File: src/rtl/pp_stage_sequencer_pkg.sv
// Shared definitions for the pipelined stage sequencer and the JPEG top:
// FSM encodings and default geometry.
package pp_stage_sequencer_pkg;

  localparam int unsigned PP_ADDR_W     = 15;
  localparam int unsigned PP_BLK_LOG2   = 3;
  localparam int unsigned PP_NUM_STAGES = 3;
  localparam int unsigned PP_OFS_W      = 8;

  typedef enum logic [1:0] {
    ST_IDLE  = 2'd0,
    ST_RUN   = 2'd1,
    ST_FLUSH = 2'd2,
    ST_DONE  = 2'd3
  } pp_state_e;

endpackage

File: src/rtl/pp_stage_slot.sv
// One delayed pipeline stage: starts at a fixed advance count, then walks the
// frame's row addresses with a ping-pong bank that flips at block ends.
module pp_stage_slot
  import pp_stage_sequencer_pkg::*;
#(
  parameter int unsigned       ADDR_W   = PP_ADDR_W,
  parameter int unsigned       BLK_LOG2 = PP_BLK_LOG2,
  parameter int unsigned       OFS_W    = PP_OFS_W,
  parameter logic [OFS_W-1:0]  OFS      = '0
) (
  input  logic              clk,
  input  logic              reset,
  input  logic              adv,
  input  logic              clr,
  input  logic              flush,
  input  logic [OFS_W-1:0]  tick_cnt,
  input  logic [ADDR_W:0]   total_rows,
  output logic              valid,
  output logic              bank,
  output logic [ADDR_W-1:0] addr,
  output logic              done_c
);

  logic              started_q;
  logic              fin_q;
  logic [ADDR_W:0]   last_c;
  logic [ADDR_W:0]   addr_ext_c;
  logic              start_now_c;
  logic              at_last_c;
  logic              hit_c;

  assign last_c      = total_rows - (ADDR_W+1)'(1);
  assign addr_ext_c  = {1'b0, addr};
  assign start_now_c = !started_q && (tick_cnt == OFS);
  assign at_last_c   = flush && valid && (addr_ext_c == last_c);

  // hit_c: this advance makes the stage reach its final row
  assign hit_c  = start_now_c ? (last_c == '0)
                              : (valid && ((addr_ext_c + (ADDR_W+1)'(1)) == last_c));
  assign done_c = fin_q | at_last_c | (flush & hit_c);

  always_ff @(posedge clk or negedge reset) begin
    if (!reset) begin
      started_q <= 1'b0;
      fin_q     <= 1'b0;
      valid     <= 1'b0;
      bank      <= 1'b1;
      addr      <= '0;
    end else if (clr) begin
      started_q <= 1'b0;
      fin_q     <= 1'b0;
      valid     <= 1'b0;
      bank      <= 1'b1;
      addr      <= '0;
    end else if (adv) begin
      if (start_now_c) begin
        started_q <= 1'b1;
        valid     <= 1'b1;
        addr      <= '0;
      end else if (valid) begin
        if (&addr[BLK_LOG2-1:0]) bank <= ~bank;
        if (at_last_c) begin
          valid <= 1'b0;
          fin_q <= 1'b1;
        end else begin
          addr <= addr + ADDR_W'(1);
        end
      end
    end
  end

endmodule

File: src/rtl/pp_stage_sequencer.sv
// Row-per-cycle 8x8 block sequencer: input handshake, frame FSM with flush,
// and NUM_STAGES delayed stage slots that share one advance strobe.
module pp_stage_sequencer
  import pp_stage_sequencer_pkg::*;
#(
  parameter int unsigned                   ADDR_W     = PP_ADDR_W,
  parameter int unsigned                   BLK_LOG2   = PP_BLK_LOG2,
  parameter int unsigned                   NUM_STAGES = PP_NUM_STAGES,
  parameter int unsigned                   OFS_W      = PP_OFS_W,
  parameter logic [NUM_STAGES*OFS_W-1:0]   STAGE_OFS  = {8'd27, 8'd18, 8'd9}
) (
  input  logic                         clk,
  input  logic                         reset,
  input  logic                         start,
  input  logic                         in_valid,
  input  logic                         in_last,
  output logic                         in_ready,
  input  logic                         out_ready,
  output logic                         adv,
  output logic [ADDR_W-1:0]            rd_addr,
  output logic [BLK_LOG2-1:0]          row_idx,
  output logic [NUM_STAGES-1:0]        stage_valid,
  output logic [NUM_STAGES-1:0]        stage_bank,
  output logic [NUM_STAGES*ADDR_W-1:0] stage_addr,
  output logic                         busy,
  output logic                         frame_done
);

  function automatic logic [OFS_W-1:0] max_ofs();
    logic [OFS_W-1:0] m;
    m = '0;
    for (int unsigned s = 0; s < NUM_STAGES; s++) begin
      if (STAGE_OFS[s*OFS_W +: OFS_W] > m) m = STAGE_OFS[s*OFS_W +: OFS_W];
    end
    return m;
  endfunction

  localparam logic [OFS_W-1:0] MAX_OFS = max_ofs();

  pp_state_e             state_q;
  pp_state_e             state_d;
  logic [ADDR_W-1:0]     rd_addr_q;
  logic [OFS_W-1:0]      tick_q;
  logic [ADDR_W:0]       total_rows_q;
  logic                  run_c;
  logic                  flush_c;
  logic                  accept_c;
  logic                  last_acc_c;
  logic                  all_done_c;
  logic                  slot_clr_c;
  logic [NUM_STAGES-1:0] slot_done_c;

  assign run_c      = (state_q == ST_RUN);
  assign flush_c    = (state_q == ST_FLUSH);
  assign slot_clr_c = (state_q == ST_DONE);
  assign in_ready   = run_c & out_ready;
  assign adv        = out_ready & ((run_c & in_valid) | flush_c);
  assign accept_c   = in_ready & in_valid;
  // The top row address is an implicit end of frame
  assign last_acc_c = accept_c & (in_last | (&rd_addr_q));
  assign all_done_c = &slot_done_c;

  assign rd_addr    = rd_addr_q;
  assign row_idx    = rd_addr_q[BLK_LOG2-1:0];
  assign busy       = (state_q != ST_IDLE);
  assign frame_done = (state_q == ST_DONE);

  always_ff @(posedge clk or negedge reset) begin
    if (!reset) state_q <= ST_IDLE;
    else        state_q <= state_d;
  end

  always_comb begin
    state_d = state_q;
    unique case (state_q)
      ST_IDLE:  if (start) state_d = ST_RUN;
      ST_RUN:   if (last_acc_c) state_d = ST_FLUSH;
      ST_FLUSH: if (adv && all_done_c) state_d = ST_DONE;
      ST_DONE:  state_d = ST_IDLE;
      default:  state_d = ST_IDLE;
    endcase
  end

  // Frame counters: advance count, read address and latched frame length
  always_ff @(posedge clk or negedge reset) begin
    if (!reset) begin
      rd_addr_q    <= '0;
      tick_q       <= '0;
      total_rows_q <= '0;
    end else if ((state_q == ST_IDLE) && start) begin
      rd_addr_q    <= '0;
      tick_q       <= '0;
      total_rows_q <= '0;
    end else begin
      if (adv && (tick_q != MAX_OFS)) tick_q <= tick_q + OFS_W'(1);
      if (accept_c && !(&rd_addr_q))  rd_addr_q <= rd_addr_q + ADDR_W'(1);
      if (last_acc_c) total_rows_q <= {1'b0, rd_addr_q} + (ADDR_W+1)'(1);
    end
  end

  for (genvar s = 0; s < NUM_STAGES; s++) begin : g_slot
    pp_stage_slot #(
      .ADDR_W   (ADDR_W),
      .BLK_LOG2 (BLK_LOG2),
      .OFS_W    (OFS_W),
      .OFS      (STAGE_OFS[s*OFS_W +: OFS_W])
    ) u_slot (
      .clk        (clk),
      .reset      (reset),
      .adv        (adv),
      .clr        (slot_clr_c),
      .flush      (flush_c),
      .tick_cnt   (tick_q),
      .total_rows (total_rows_q),
      .valid      (stage_valid[s]),
      .bank       (stage_bank[s]),
      .addr       (stage_addr[s*ADDR_W +: ADDR_W]),
      .done_c     (slot_done_c[s])
    );
  end

endmodule

File: config.mk
export PLATFORM = sky130hd
export DESIGN_NAME = pp_stage_sequencer
export DESIGN_NICKNAME = d
export VERILOG_FILES = /design/src/rtl/pp_stage_sequencer_pkg.sv /design/src/rtl/pp_stage_slot.sv /design/src/rtl/pp_stage_sequencer.sv
export SDC_FILE = /design/constraint.sdc
export NUM_CORES = 1
export LEC_CHECK = 0
export BUFFER_PORTS_ARGS = -buffer_cell sky130_fd_sc_hd__buf_2
export CAP_MARGIN = 10
export CORE_ASPECT_RATIO = 0.75
export CORE_MARGIN = 1.5
export CORE_UTILIZATION = 55
export DETAILED_ROUTE_END_ITERATION = 10
export PLACE_DENSITY = 0.78
export SLEW_MARGIN = 15
export SYNTH_ARGS = -nofsm -noshare
export SYNTH_HDL_FRONTEND = slang
export SYNTH_SLANG_ARGS = --single-unit
File: constraint.sdc
create_clock -name clk -period 3.33 [get_ports clk]
set_input_delay 0.333 -clock clk [delete_from_list [all_inputs] [get_ports clk]]
set_output_delay 0.333 -clock clk [all_outputs]
set_load 0.02 [all_outputs]
* Yosys cells after proc, flatten, opt, wreduce, memory -nomap -nowiden
Cells that the tools add are included.
** Word-level totals
- Register bits :: 98
- Input port bits :: 6
** Cells by class
- Add/subtract/negate cells :: 10
- Equal/unequal tests :: 22
- Muxes and demuxes :: 82
- Bitwise gates (word level) :: 19
- Reductions and logical operators :: 60
** Operators with widths (count)
- two-way mux 15 bit :: 17
- adder 15 x 1 -> 16 bit, second input constant :: 4
- adder 15 x 1 -> 15 bit, second input constant :: 4
- two-way mux 1 bit :: 57
- == test 15 x 16 -> 1 bit :: 3
- == test 16 bit :: 3
- nonzero test 2 bit :: 17
- two-way mux 16 bit :: 2
- AND reduction 3 bit :: 8
- AND reduction 4 bit :: 6
- == test 8 x 5 -> 1 bit, second input constant :: 2
- logical AND 1 bit :: 16
- logical NOT 16 bit :: 1
- two-way mux 8 bit :: 2
- subtractor 16 x 1 -> 16 bit, second input constant :: 1
- AND reduction 15 bit :: 1
- inequality test 3 x 2 -> 1 bit, second input constant :: 3
- nonzero test 3 bit :: 3
- adder 8 x 1 -> 8 bit, second input constant :: 1
- AND 1 bit :: 8
- == test 8 x 4 -> 1 bit, second input constant :: 1
- inequality test 2 bit, second input constant :: 4
- inequality test 8 x 5 -> 1 bit, second input constant :: 1
- OR 1 bit :: 8
- other kinds (9) :: 20

* Longest topological paths before layout
- Depth in word-level cells :: 10
- Mapped depth :: 15
- Gate-level depth less buffers :: 13

* Cells and area by module
A second synthesis with hierarchy kept.
** Second synthesis, totals
- Cell total of the unflattened synthesis :: 1150
- Area total of the unflattened synthesis :: 9544.2 um^2
** By module, submodules not included
- pp_stage_sequencer :: times used 1, cells an instance 273, area each 2511.2 um^2, seq. area each 1026.0 um^2
- pp_stage_slot (g_slot[1].u_slot) :: times used 1, cells an instance 307, area each 2434.8 um^2, seq. area each 476.7 um^2
- pp_stage_slot (g_slot[2].u_slot) :: times used 1, cells an instance 278, area each 2333.5 um^2, seq. area each 476.7 um^2
- pp_stage_slot (g_slot[0].u_slot) :: times used 1, cells an instance 292, area each 2264.7 um^2, seq. area each 476.7 um^2

* Least setup slack after synthesis
No wires, ideal clock.
- Kind :: flip-flop to flip-flop
- Start point :: register total_rows_q[0]
- End point :: register state_q[1]
- Setup time :: 0.128 ns
- Arrival time :: 3.320 ns
- Data required time :: 3.202 ns
- Path slack :: -0.118 ns
- Stages on the path, launching flop included :: 14
- Cells stage by stage :: dfrtp_1 buf_6 inv_1 ha_1 xor2_1 xnor2_1 nand4_1 or4_1 or4_4 a21oi_1 a31o_1 o211ai_1 a21oi_2 mux2_1
** On the way
- Cells in the longest elaborated chain, start to end :: 10
- Elaborated cells on any way between the ends :: 30
- Those cells by class :: add/sub: 1; eq/ne: 7; mux: 3; bitwise: 9; reduce/logical: 10
** RTL lines
- start: declaration :: RTL line pp_stage_sequencer.sv:44 : logic [ADDR_W:0] total_rows_q;
- start signal: assignment :: RTL line pp_stage_sequencer.sv:97 : if (last_acc_c) total_rows_q <= {1'b0, rd_addr_q} + (ADDR_W+1)'(1);
- subtractor 16 x 1 -> 16 bit (*) :: RTL line pp_stage_slot.sv:32 : assign last_c = total_rows - (ADDR_W+1)'(1);
- == test 16 bit :: RTL line pp_stage_slot.sv:39 : : (valid && ((addr_ext_c + (ADDR_W+1)'(1)) == last_c));
- logical AND 1 bit :: RTL line pp_stage_slot.sv:39
- two-way mux 1 bit :: RTL line pp_stage_slot.sv:38 : assign hit_c = start_now_c ? (last_c == '0)
- AND 1 bit :: RTL line pp_stage_slot.sv:40 : assign done_c = fin_q | at_last_c | (flush & hit_c);
- OR 1 bit :: RTL line pp_stage_slot.sv:40
- AND reduction 3 bit (*) :: RTL line pp_stage_sequencer.sv:61 : assign all_done_c = &slot_done_c;
- logical AND 1 bit (*) :: RTL line pp_stage_sequencer.sv:78 : ST_FLUSH: if (adv && all_done_c) state_d = ST_DONE;
- inequality test 2 x 1 -> 1 bit (no line) (*)
- AND reduction 3 bit (no line) (*)
- end signal: assignment :: RTL line pp_stage_sequencer.sv:70 : else state_q <= state_d;
- end: declaration :: RTL line pp_stage_sequencer.sv:40 : pp_state_e state_q;
Every way passes the cells marked *; elsewhere a longest branch is shown, timed or not.
A chain may end at the register's enable or synchronous reset.

* Final worst setup path
Ends and elaborated chain as after synthesis.

==> flow_metrics.tcl <==
set metrics [dict create \
    status "finished, violations left" \
    violations "setup timing" \
    max_slew_margin_pct 19.6 \
    clk_path_buf_depth 2 \
    crit_path_start "total_rows_q[0]" \
    place_congestion 0.970 \
    cpPeakStageDelay_ns 0.54 \
    syn-num-nets 886 \
    end_kind "flop" \
    die_height_um 105 \
    p_int_mw 5.72 \
    htree_levels 3 \
    netlist_area_sq_um 7580 \
    netlist.area_leader.share_pct 31.4 \
    grt_pass1_wl_mm 34.4 \
    wl_met2_mm 9.64 \
    die_x_um 139 \
    critPathBufInv 2 \
    async_flop_share_pct 100 \
    antenna_cells 0 \
    cp.required_ns 3.57 \
    comb_power_share_pct 74.7 \
    cts_tree "built" \
    vdd_ir_drop_max_v 0.000616 \
    maxSlewViolCount 0 \
    yosysWarningCount 0 \
    synth_area_leader_cell "dfrtp_1" \
    arrival_ns 3.74 \
    wl_met3_mm 2.11 \
    period_minus_slack_ns 3.50 \
    crit_fanout 4 \
    vias_per_cell 6.12 \
    rr_startpoint "total_rows_q[0]" \
    path_cells "inv_2, ha_4, or4b_4, nor4_4, buf_4, xnor2_2, nand4_1, or4_4, a21oi_1, a31o_1, o211ai_1, a21oi_2, mux2_1" \
    setup_slack_ns -0.172 \
    final_nets 1022 \
    fin_area_sq_um 9380 \
    clock_sinks 98 \
    die_area_sq_um 14500 \
    grt-ovfl-total 0 \
    drtIter0Drc 725 \
    start_kind "flop" \
    netlist_top_cells_area "dfrtp_1 31%, xnor2_1 7.7%, xor2_1 5.9%" \
    hold_class "in -> async" \
    clk_latency_ns 0.35 \
    synth_cells 863 \
    switching_power_mw 4.69 \
    synth_cell_types 88 \
    ys_seq_area_share_pct 32.4 \
    io_buffers 78 \
    grt_pass1_vias 6402 \
    worst_slew_pin_slew_ns 1.21 \
    synth_edf_count 0 \
    rsz0062_at_grt "true" \
    power.leakage_nw 4.31 \
    drv_cap 0 \
    drive_above_1_share_pct 28.3 \
    grt.total_usage_pct 30.0 \
    grt_max_degree 85 \
    ctsRootBufferMaster "clkbuf_16" \
    fillers 1078 \
    antenna_left 0 \
    setup_violations 27 \
    antenna_found_initial 0 \
    clk_pin_slew_worst_paths_ns 0.07 \
    avgSynthCellArea_sq_um 8.78 \
    p_clk_share_pct 10.9 \
    start_util_pct 57.4 \
    drc 0 \
    avgRoutedWirePerCell_um 18.9 \
    ios 79 \
    critical_path.slowest_cell "or4_4" \
    seqPwrFrac_pct 14.4 \
    synth_ff_type "dfrtp_1" \
    syn2layout_area_growth_pct 23.7 \
    hpwl_mm 16.1 \
    worstSetupPathType "reg -> reg" \
    drt-total-wl_mm 22.2 \
    routed-via-count 7193 \
    rows 36 \
    crit_family "simple AND/OR/NAND/NOR gates" \
    core_area_sq_um 13200 \
    drt_first_pass_iters 5 \
    swShare_pct 45.0 \
    hold_viol_final 0 \
    post-route-period-util_pct 105 \
    multi_input_area_sq_um 5060 \
    seq_area_sq_um 2460 \
    wirelength_met1_mm 9.94 \
    p_per_area_nw_per_um2 1110 \
    fin_worst_skew_ns 0.00847 \
    cts_buffers 9 \
    fmax_mhz 286 \
    placed_area_sq_um 8640 \
    highest_layer "met4" \
    fin_worst_hold_slack_ns 0.0302 \
    synth-seq-cells 98 \
]
## metal layers
layer	global-route usage [%]	vias up
met5	0	-
met4	9.32	0
met3	6.19	39
met2	42.9	352
met1	45.3	3447
li1	-	3355
## worst paths after layout
| path | end | depth (start not counted) | slack (ns) |
|---|---|---|---|
| setup / recovery | state_q[1] | 13 | -0.17 |
| hold / removal | g_slot[2].u_slot.addr[7] | 1 | 0.03 |
| setup reg to reg | state_q[1] | 13 | -0.17 |
| hold reg to reg | g_slot[2].u_slot.started_q | 2 | 0.51 |
| max in group asynchronous | total_rows_q[11] | 2 | 2.59 |
| min in group clk | rd_addr[14] | 4 | 0.49 |
## worst reg2reg max path, stage by stage (launching register included)
cell,delay [ns]
dfrtp_1,0.42
inv_2,0.09
ha_4,0.13
or4b_4,0.53
nor4_4,0.31
buf_4,0.21
xnor2_2,0.11
nand4_1,0.12
or4_4,0.54
a21oi_1,0.15
a31o_1,0.13
o211ai_1,0.15
a21oi_2,0.19
mux2_1,0.33
## state kept, by name, summed over array words and instances, names as in the netlist
name,cells
g_slot.u_slot.addr,45
total_rows_q,16
rd_addr,15
tick_q,8
g_slot.u_slot.bank,3
g_slot.u_slot.fin_q,3
g_slot.u_slot.started_q,3
g_slot.u_slot.valid,3
state_q,2
## placed cells by master, fill, tap and decap left out, types with 7 or more instances in the layout
master / n
clkbuf_16: 9
nor4_1: 8
a211oi_1: 16
o21ai_0: 17
buf_2: 77
buf_6: 11
nand4_1: 27
or3_1: 8
inv_1: 12
buf_4: 93
and2_1: 18
xnor3_1: 10
nor3_1: 20
and3_1: 24
dfrtp_1: 95
xnor2_1: 65
nand2_1: 71
nand3_1: 35
xor2_1: 47
a21oi_1: 22
nand2b_1: 7
nor2_1: 85
o31ai_1: 18
o21ai_2: 15
o21ai_1: 24
ha_1: 16
## cell type report
type | count | area share [%]
Multi-Input combinational cell | 691 | 54.0
Sequential cell | 98 | 26.2
Clock buffer | 11 | 2.48
Tap cell | 171 | 2.28
Timing Repair Buffer | 184 | 13.5
Inverter | 15 | 0.600
Clock inverter | 5 | 0.921
## cells in the mapped netlist (4+ instances only)
| cell type | count |
|---|---|
| inv_1 | 14 |
| o21ai_1 | 20 |
| and3_1 | 24 |
| buf_6 | 6 |
| mux2i_1 | 4 |
| a21oi_1 | 24 |
| nor4_1 | 9 |
| xor2_1 | 51 |
| or3_1 | 9 |
| nor3_1 | 22 |
| clkbuf_1 | 33 |
| a21o_1 | 6 |
| a31oi_1 | 4 |
| a211oi_1 | 16 |
| and2_1 | 17 |
| nand3_1 | 38 |
| buf_4 | 13 |
| nand4_1 | 27 |
| buf_2 | 4 |
| nand2b_1 | 7 |
| and4_1 | 6 |
| o21ai_0 | 36 |
| ha_1 | 17 |
| xnor3_1 | 11 |
| nor2_1 | 86 |
| dfrtp_1 | 95 |
| nand2_1 | 75 |
| xnor2_1 | 67 |
| or4_1 | 6 |
| o31ai_1 | 23 |
| buf_1 | 4 |
## timing repair
| item | 4_1_cts | 5_1_grt |
|---|---|---|
| gates resized for setup | 4 | 80 |
| pin swaps | 2 | 30 |
| setup endpoints to repair | 21 | 47 |
| hold buffers | 0 | 0 |
| setup buffers | 1 | 10 |
| cloned | 0 | 2 |
## cells by family after synthesis
group	synth area share [%]
xor+xnor	17.7
compound gates	15.5
simple gates	25.4
buf+inv	5.02
flops	32.4
fa+ha+maj	2.81
mux	1.12
## power groups by stage
stage | logic (mW) | clock network, mW | registers, mW
finish | 7.78 | 1.13 | 1.50
floorplan | 4.54 | 0 | 1.52
CTS | 7.07 | 1.16 | 1.49
global placement | 6.89 | 0 | 1.51
global route | 8.26 | 1.21 | 1.52
detailed placement | 6.95 | 0 | 1.51
## through the flow
| step | setup TNS (ns) | power [mW] | std cells | utilization [%] | setup WS (ns) |
|---|---|---|---|---|---|
| 6_report | -1.81 | 10.4 | 1175 | 71.0 | -0.172 |
| 5_1_grt | -6.01 | 11.0 | 1175 | 71.0 | -0.319 |
| 4_1_cts | -0.981 | 9.72 | 1163 | 68.1 | -0.123 |
| 3_5_place_dp | -1.78 | 8.47 | 1146 | 65.5 | -0.192 |
| 3_3_place_gp | -0.856 | 8.39 | 1146 | 65.5 | -0.107 |
| 2_1_floorplan | 0 | 6.07 | 863 | - | 0.0108 |
No activity file was read; power rests on OpenSTA's default activity.
